File: config.mk
export PLATFORM = sky130hd
export DESIGN_NAME = id_stage
export DESIGN_NICKNAME = d
export VERILOG_FILES = /design/src/rtl/id_stage.sv
export SDC_FILE = /design/constraint.sdc
export NUM_CORES = 2
export LEC_CHECK = 0
export BUFFER_PORTS_ARGS = -buffer_cell sky130_fd_sc_hd__buf_2
export CAP_MARGIN = 5
export CORE_MARGIN = 2
export CORE_UTILIZATION = 48
export DETAILED_ROUTE_END_ITERATION = 16
export PLACE_DENSITY_LB_ADDON = 0.05
export SYNTH_ARGS = -nofsm -noshare
export SYNTH_HDL_FRONTEND = slang
export SYNTH_SLANG_ARGS = --single-unit
File: constraint.sdc
create_clock -name clk -period 14.1 [get_ports clk]
set_clock_uncertainty 0.1 [all_clocks]
set_input_delay 0.705 -clock clk [delete_from_list [all_inputs] [get_ports clk]]
set_output_delay 0.705 -clock clk [all_outputs]
set_load 0.01 [all_outputs]
File: src/rtl/id_stage.sv
// RV32I decode stage: IF/ID latch, register file, decoder, hazard unit, beq/bne resolver, ID/EX register.
// Define ID_STALL_CNT_EN to add the stall_cnt / flush_cnt performance counters.
module id_stage #(
   parameter logic [31:0] NOP_INSTR = 32'h00000013,
   parameter logic [31:0] RESET_PC  = 32'h00000000
) (
   input  logic        clk,
   input  logic        rst,
   input  logic [31:0] if_pc,
   input  logic [31:0] if_instr,
   input  logic        mem_reg_write,
   input  logic        mem_mem_read,
   input  logic [4:0]  mem_rd,
   input  logic [31:0] mem_alu_result,
   input  logic        wb_reg_write,
   input  logic [4:0]  wb_rd,
   input  logic [31:0] wb_data,
   output logic        stall,
   output logic        branch_taken,
   output logic [31:0] branch_target,
   output logic [31:0] ex_pc,
   output logic [31:0] ex_rs1_data,
   output logic [31:0] ex_rs2_data,
   output logic [31:0] ex_imm,
   output logic [4:0]  ex_rs1,
   output logic [4:0]  ex_rs2,
   output logic [4:0]  ex_rd,
   output logic [3:0]  ex_alu_ctrl,
   output logic        ex_alu_src,
   output logic        ex_reg_write,
   output logic        ex_mem_read,
   output logic        ex_mem_write
`ifdef ID_STALL_CNT_EN
   ,
   output logic [31:0] stall_cnt,
   output logic [31:0] flush_cnt
`endif
);

   localparam logic [6:0] OP_R      = 7'h33;
   localparam logic [6:0] OP_I      = 7'h13;
   localparam logic [6:0] OP_LOAD   = 7'h03;
   localparam logic [6:0] OP_STORE  = 7'h23;
   localparam logic [6:0] OP_BRANCH = 7'h63;

   typedef struct packed {
      logic [31:0] pc;
      logic [31:0] rs1_data;
      logic [31:0] rs2_data;
      logic [31:0] imm;
      logic [4:0]  rs1;
      logic [4:0]  rs2;
      logic [4:0]  rd;
      logic [3:0]  alu_ctrl;
      logic        alu_src;
      logic        reg_write;
      logic        mem_read;
      logic        mem_write;
   } idex_t;

   logic [31:0] instr_q, instr_d;
   logic [31:0] pc_q, pc_d;
   logic [31:0] rf_q [32];
   idex_t       idex_q, idex_d;

   logic [6:0]  opcode;
   logic [4:0]  rd, rs1, rs2;
   logic [2:0]  funct3;
   logic        funct7_b5;
   logic [31:0] imm_i, imm_s, imm_b;
   logic        is_r, is_i, is_load, is_store, is_branch;
   logic        use_rs1, use_rs2;
   logic [31:0] rs1_rf, rs2_rf;
   logic [31:0] cmp_a, cmp_b;
   logic        br_cond;
   logic        load_use, br_ex_hazard, br_mem_hazard;

   assign opcode    = instr_q[6:0];
   assign rd        = instr_q[11:7];
   assign funct3    = instr_q[14:12];
   assign rs1       = instr_q[19:15];
   assign rs2       = instr_q[24:20];
   assign funct7_b5 = instr_q[30];

   assign imm_i = {{20{instr_q[31]}}, instr_q[31:20]};
   assign imm_s = {{20{instr_q[31]}}, instr_q[31:25], instr_q[11:7]};
   assign imm_b = {{19{instr_q[31]}}, instr_q[31], instr_q[7], instr_q[30:25], instr_q[11:8], 1'b0};

   assign is_r      = (opcode == OP_R);
   assign is_i      = (opcode == OP_I);
   assign is_load   = (opcode == OP_LOAD);
   assign is_store  = (opcode == OP_STORE);
   assign is_branch = (opcode == OP_BRANCH);
   assign use_rs1   = is_r | is_i | is_load | is_store | is_branch;
   assign use_rs2   = is_r | is_store | is_branch;

   // Register reads see this cycle's writeback so WB never needs a separate forward into ID.
   assign rs1_rf = (rs1 == 5'd0) ? 32'd0 :
                   (wb_reg_write && (wb_rd == rs1)) ? wb_data : rf_q[rs1];
   assign rs2_rf = (rs2 == 5'd0) ? 32'd0 :
                   (wb_reg_write && (wb_rd == rs2)) ? wb_data : rf_q[rs2];

   assign cmp_a = (mem_reg_write && (mem_rd != 5'd0) && (mem_rd == rs1)) ? mem_alu_result : rs1_rf;
   assign cmp_b = (mem_reg_write && (mem_rd != 5'd0) && (mem_rd == rs2)) ? mem_alu_result : rs2_rf;

   always_comb begin
      br_cond = 1'b0;
      case (funct3)
         3'b000:  br_cond = (cmp_a == cmp_b);
         3'b001:  br_cond = (cmp_a != cmp_b);
         default: br_cond = 1'b0;
      endcase
   end

   assign load_use = idex_q.mem_read && (idex_q.rd != 5'd0) &&
                     ((use_rs1 && (idex_q.rd == rs1)) || (use_rs2 && (idex_q.rd == rs2)));
   assign br_ex_hazard = is_branch && idex_q.reg_write && (idex_q.rd != 5'd0) &&
                         ((idex_q.rd == rs1) || (idex_q.rd == rs2));
   assign br_mem_hazard = is_branch && mem_mem_read && (mem_rd != 5'd0) &&
                          ((mem_rd == rs1) || (mem_rd == rs2));

   assign stall         = load_use | br_ex_hazard | br_mem_hazard;
   assign branch_taken  = is_branch & br_cond & ~stall;
   assign branch_target = pc_q + imm_b;

   always_comb begin
      instr_d = instr_q;
      pc_d    = pc_q;
      if (branch_taken) begin
         instr_d = NOP_INSTR;
         pc_d    = RESET_PC;
      end else if (!stall) begin
         instr_d = if_instr;
         pc_d    = if_pc;
      end
   end

   always_ff @(posedge clk) begin
      if (rst) begin
         instr_q <= NOP_INSTR;
         pc_q    <= RESET_PC;
      end else begin
         instr_q <= instr_d;
         pc_q    <= pc_d;
      end
   end

   always_ff @(posedge clk) begin
      if (wb_reg_write && (wb_rd != 5'd0)) begin
         rf_q[wb_rd] <= wb_data;
      end
   end

   // Branches, unknown opcodes, stalls and taken branches all leave an all-zero bubble in ID/EX.
   always_comb begin
      idex_d = '0;
      if (!stall && !branch_taken) begin
         case (opcode)
            OP_R: begin
               idex_d.pc        = pc_q;
               idex_d.rs1       = rs1;
               idex_d.rs2       = rs2;
               idex_d.rs1_data  = rs1_rf;
               idex_d.rs2_data  = rs2_rf;
               idex_d.rd        = rd;
               idex_d.alu_ctrl  = {funct7_b5, funct3};
               idex_d.reg_write = 1'b1;
            end
            OP_I: begin
               idex_d.pc        = pc_q;
               idex_d.rs1       = rs1;
               idex_d.rs1_data  = rs1_rf;
               idex_d.imm       = imm_i;
               idex_d.rd        = rd;
               idex_d.alu_ctrl  = {(funct3 == 3'b101) & funct7_b5, funct3};
               idex_d.alu_src   = 1'b1;
               idex_d.reg_write = 1'b1;
            end
            OP_LOAD: begin
               idex_d.pc        = pc_q;
               idex_d.rs1       = rs1;
               idex_d.rs1_data  = rs1_rf;
               idex_d.imm       = imm_i;
               idex_d.rd        = rd;
               idex_d.alu_src   = 1'b1;
               idex_d.reg_write = 1'b1;
               idex_d.mem_read  = 1'b1;
            end
            OP_STORE: begin
               idex_d.pc        = pc_q;
               idex_d.rs1       = rs1;
               idex_d.rs2       = rs2;
               idex_d.rs1_data  = rs1_rf;
               idex_d.rs2_data  = rs2_rf;
               idex_d.imm       = imm_s;
               idex_d.alu_src   = 1'b1;
               idex_d.mem_write = 1'b1;
            end
            default: idex_d = '0;
         endcase
      end
   end

   always_ff @(posedge clk) begin
      if (rst) begin
         idex_q <= '0;
      end else begin
         idex_q <= idex_d;
      end
   end

   assign ex_pc        = idex_q.pc;
   assign ex_rs1_data  = idex_q.rs1_data;
   assign ex_rs2_data  = idex_q.rs2_data;
   assign ex_imm       = idex_q.imm;
   assign ex_rs1       = idex_q.rs1;
   assign ex_rs2       = idex_q.rs2;
   assign ex_rd        = idex_q.rd;
   assign ex_alu_ctrl  = idex_q.alu_ctrl;
   assign ex_alu_src   = idex_q.alu_src;
   assign ex_reg_write = idex_q.reg_write;
   assign ex_mem_read  = idex_q.mem_read;
   assign ex_mem_write = idex_q.mem_write;

`ifdef ID_STALL_CNT_EN
   logic [31:0] stall_cnt_q, stall_cnt_d;
   logic [31:0] flush_cnt_q, flush_cnt_d;

   assign stall_cnt_d = stall_cnt_q + {31'd0, stall};
   assign flush_cnt_d = flush_cnt_q + {31'd0, branch_taken};

   always_ff @(posedge clk) begin
      if (rst) begin
         stall_cnt_q <= 32'd0;
         flush_cnt_q <= 32'd0;
      end else begin
         stall_cnt_q <= stall_cnt_d;
         flush_cnt_q <= flush_cnt_d;
      end
   end

   assign stall_cnt = stall_cnt_q;
   assign flush_cnt = flush_cnt_q;
`endif

endmodule

==> flow_summary.toml <==
[route]
remaining_drc_errors = 0
routed_wl_mm = 197
vias = 36991
via_per_inst = 6.72
routedWlPerCell_um = 35.7
drtIter0Drc = 4986
firstDrtPassIters = 8
ant_nets = 0

[finish]
stdcell_count = 5507
fin_util_pct = 55.1
drive_above_1_share_pct = 32.9
nFillCells = 9485
area_growth_pct = 13.6
seqCellArea_sq_um = 34900
multi_input_comb_area_sq_um = 22100
nNetsFinal = 3949

[power]
pwr-share-seq_pct = 46.9
switchingPower_mw = 2.06
combPwrFrac_pct = 10.3
p_int_mw = 6.58
finalPower_mw = 8.64
power_density_nw_per_um2 = 130
switching_share_pct = 23.9
ir_worst_vdd_v = 0.000135
clock_power_share_pct = 42.8
p_leak_nw = 22.6

[clock_network]
path_clk_slew_ps = 60
cts_resized = 0
clockBufferDepth = 3
numCtsBuffers = 139
hold_buffers = 2
insertion_delay_ps = 790
h-tree-depth = 4
clock-root-buffer = "clkbuf_16"
cts_tree = "built"
clock_sinks = 1229
post_cts_buffers = 0

[worst_hold_path]
hold_path_depth = 3
hp-start = "if_instr[10]"
hold_path.class = "in2reg"

[placement]
io_buffers = 327
gp_congestion = 0.923
dpl.cell_count = 5244
dp_hpwl_mm = 117

[logic_synthesis]
synthCells = 3460
synth.avg_cell_area_sq_um = 16.9
synth_async_sr_flop_share_pct = 0
syn_area_sq_um = 58400
yosysWarnings = 0
ys_seq_elements = 1229
synth_enable_flop_cells = 1024
synth.distinct_cells = 76
seq_area_frac_synth_pct = 59.7
synth_flop_cell = "edfxtp_1"

[worst_setup_path]
crit_fanout = 56
reg2reg_depth = 14
cp_cell_sequence = "buf_4 -> mux4_2 -> mux2i_1 -> mux4_2 -> a211o_1 -> o221a_2 -> o22ai_1 -> nand4_1 -> nor4_1 -> nand4b_2 -> a211oi_1 -> xnor2_1 -> nor3_1 -> buf_2"
critPathMaxStageDelay_ps = 840
required_ps = 13300
startpoint_type = "flip-flop"
slowest_stage = "nor4_1"
worstPathArrival_ps = 7270
crit_type = "reg2out"
worstSetupEndpointType = "output pin"
cpMostUsedCell = "mux4_2"

[timing]
drv_slew = 0
clock.fmax_mhz = 124
finalCriticalPeriod_ps = 8070
rsz0062_at_grt = "no"
tightest_slew_ps = 1230
slew-limit-headroom_pct = 17.5
fin_crit_sh_pct = 57.3
finalSetupTns_ps = 0
hold_viol_final = 0
finalSetupViolCount = 0
whs_ps = 62.6

[floorplan]
start_util_pct = 48.5
ios = 328
dieArea_sq_um = 124000
num_rows = 127
fp.dieW_um = 353
die_h_um = 353
core_sq_um = 120000

[global_routing]
grt_pass1_vias = 36839
grt_overflow = 0
grt_usage_pct = 31.4
grt_max_degree = 126
grt_pass1_wl_mm = 276
antenna_found_initial = 16

[status]
status = "complete, no violations"

[job]
maxCapViolations = 0
-- final cells by class --
class / count / area share, %
clock inverters: 56 / 0.928
inverters: 75 / 0.436
repair buffers: 418 / 3.56
multi-input cells: 1912 / 33.3
diodes: 5 / 0.0189
flip-flops and latches: 1229 / 52.6
well taps: 1612 / 3.04
clock buffers: 200 / 6.11
-- worst max-delay path: cells and delay by family, from the launching register on --
| kind | cells | cell delay (ps) |
|---|---|---|
| compound gates | 4 | 1510 |
| xor+xnor | 1 | 100 |
| buf+inv | 2 | 1040 |
| flops | 1 | 780 |
| mux | 3 | 1010 |
| simple gates | 4 | 1870 |
-- per-stage QoR --
stage | setup WS [ps] | area [sq um]
after global routing | 5560 | 66300
after CTS | 5960 | 66300
after floorplan | 8870 | 58500
after global placement | 6700 | 61600
final | 6030 | 66300
after detailed placement | 6600 | 61600
-- cell usage after synthesis (all sizes together), types with 51 or more instances --
library cell / count / share of area [%]
edfxtp: 1024 / 53
mux4: 525 / 20
mux2i: 279 / 4.8
nor2: 221 / 1.4
dfxtp: 205 / 7.0
buf: 158 / 1.8
clkbuf: 117 / 0.75
nor3: 82 / 0.70
nand2: 81 / 0.53
inv: 74 / 0.48
a21oi: 56 / 0.48
xnor2: 51 / 0.77
-- registers in the layout, summed over array words and instances, names as in the netlist, 4 cells and up, named ones only --
register,flops
rf_q,1024
ex_pc,32
ex_rs1_data,32
ex_rs2_data,32
instr_q,32
pc_q,32
ex_imm,12
ex_rd,5
ex_rs1,5
ex_rs2,5
ex_alu_ctrl,4
-- power groups by stage --
stage	clock network, mW	registers (mW)	logic (mW)
global placement	0	4.12	0.866
finish	3.70	4.05	0.887
detailed placement	0	4.13	0.876
CTS	3.75	4.05	0.879
floorplan	0	4.10	0.579
global route	3.89	4.06	0.933
-- per-layer routing --
metal	wire (um)	part of all wire [%]	vias to the layer above	global-route usage, %
met2	90000	46	2275	48.0
met4	7590	3.9	14	11.9
met1	77500	39	19469	43.8
li1	-	-	14779	-
met5	69	0.035	-	0
met3	21500	11	454	7.94
-- worst paths after layout --
check / slack [ps] / end
setup / recovery: 6030 / branch_taken
hold / removal: 60 / instr_q[10]
setup reg to reg: 6490 / ex_mem_write
hold reg to reg: 350 / ex_pc[10]
-- cell families (layout without fill, tap and decap cells) --
kind of cell | count (synthesis) | after routing | share of synthesized area [%]
AO/OA/AOI/OAI | 372 | 372 | 4.97
XOR/XNOR | 89 | 89 | 1.34
adder cells (fa/ha/maj) | 31 | 31 | 0.677
buffers and inverters | 350 | 749 | 3.07
flip-flops | 1229 | 1229 | 59.7
multiplexers | 846 | 846 | 25.8
other | 1 | 37 | 0.00642
AND/OR/NAND/NOR | 542 | 542 | 4.38
-- cells in the final DEF, fill, tap and decap left out, types with 22 or more instances in the layout --
| master | n |
|---|---|
| a221oi_1 | 27 |
| clkbuf_1 | 38 |
| nor2b_1 | 22 |
| clkinv_2 | 22 |
| ha_1 | 30 |
| o21ai_0 | 24 |
| mux2i_1 | 279 |
| mux4_2 | 525 |
| buf_2 | 327 |
| conb_1 | 32 |
| o22ai_1 | 23 |
| a22oi_1 | 42 |
| edfxtp_1 | 1024 |
| a211o_1 | 29 |
| dfxtp_1 | 199 |
| nand2_1 | 78 |
| nor2_1 | 204 |
| a21oi_1 | 56 |
| nor3_1 | 71 |
| buf_4 | 86 |
| clkbuf_16 | 149 |
| mux2_2 | 42 |
| xnor2_1 | 51 |
| xor2_1 | 38 |
| inv_1 | 71 |
Note: power is estimated with default switching activity, not from simulation.
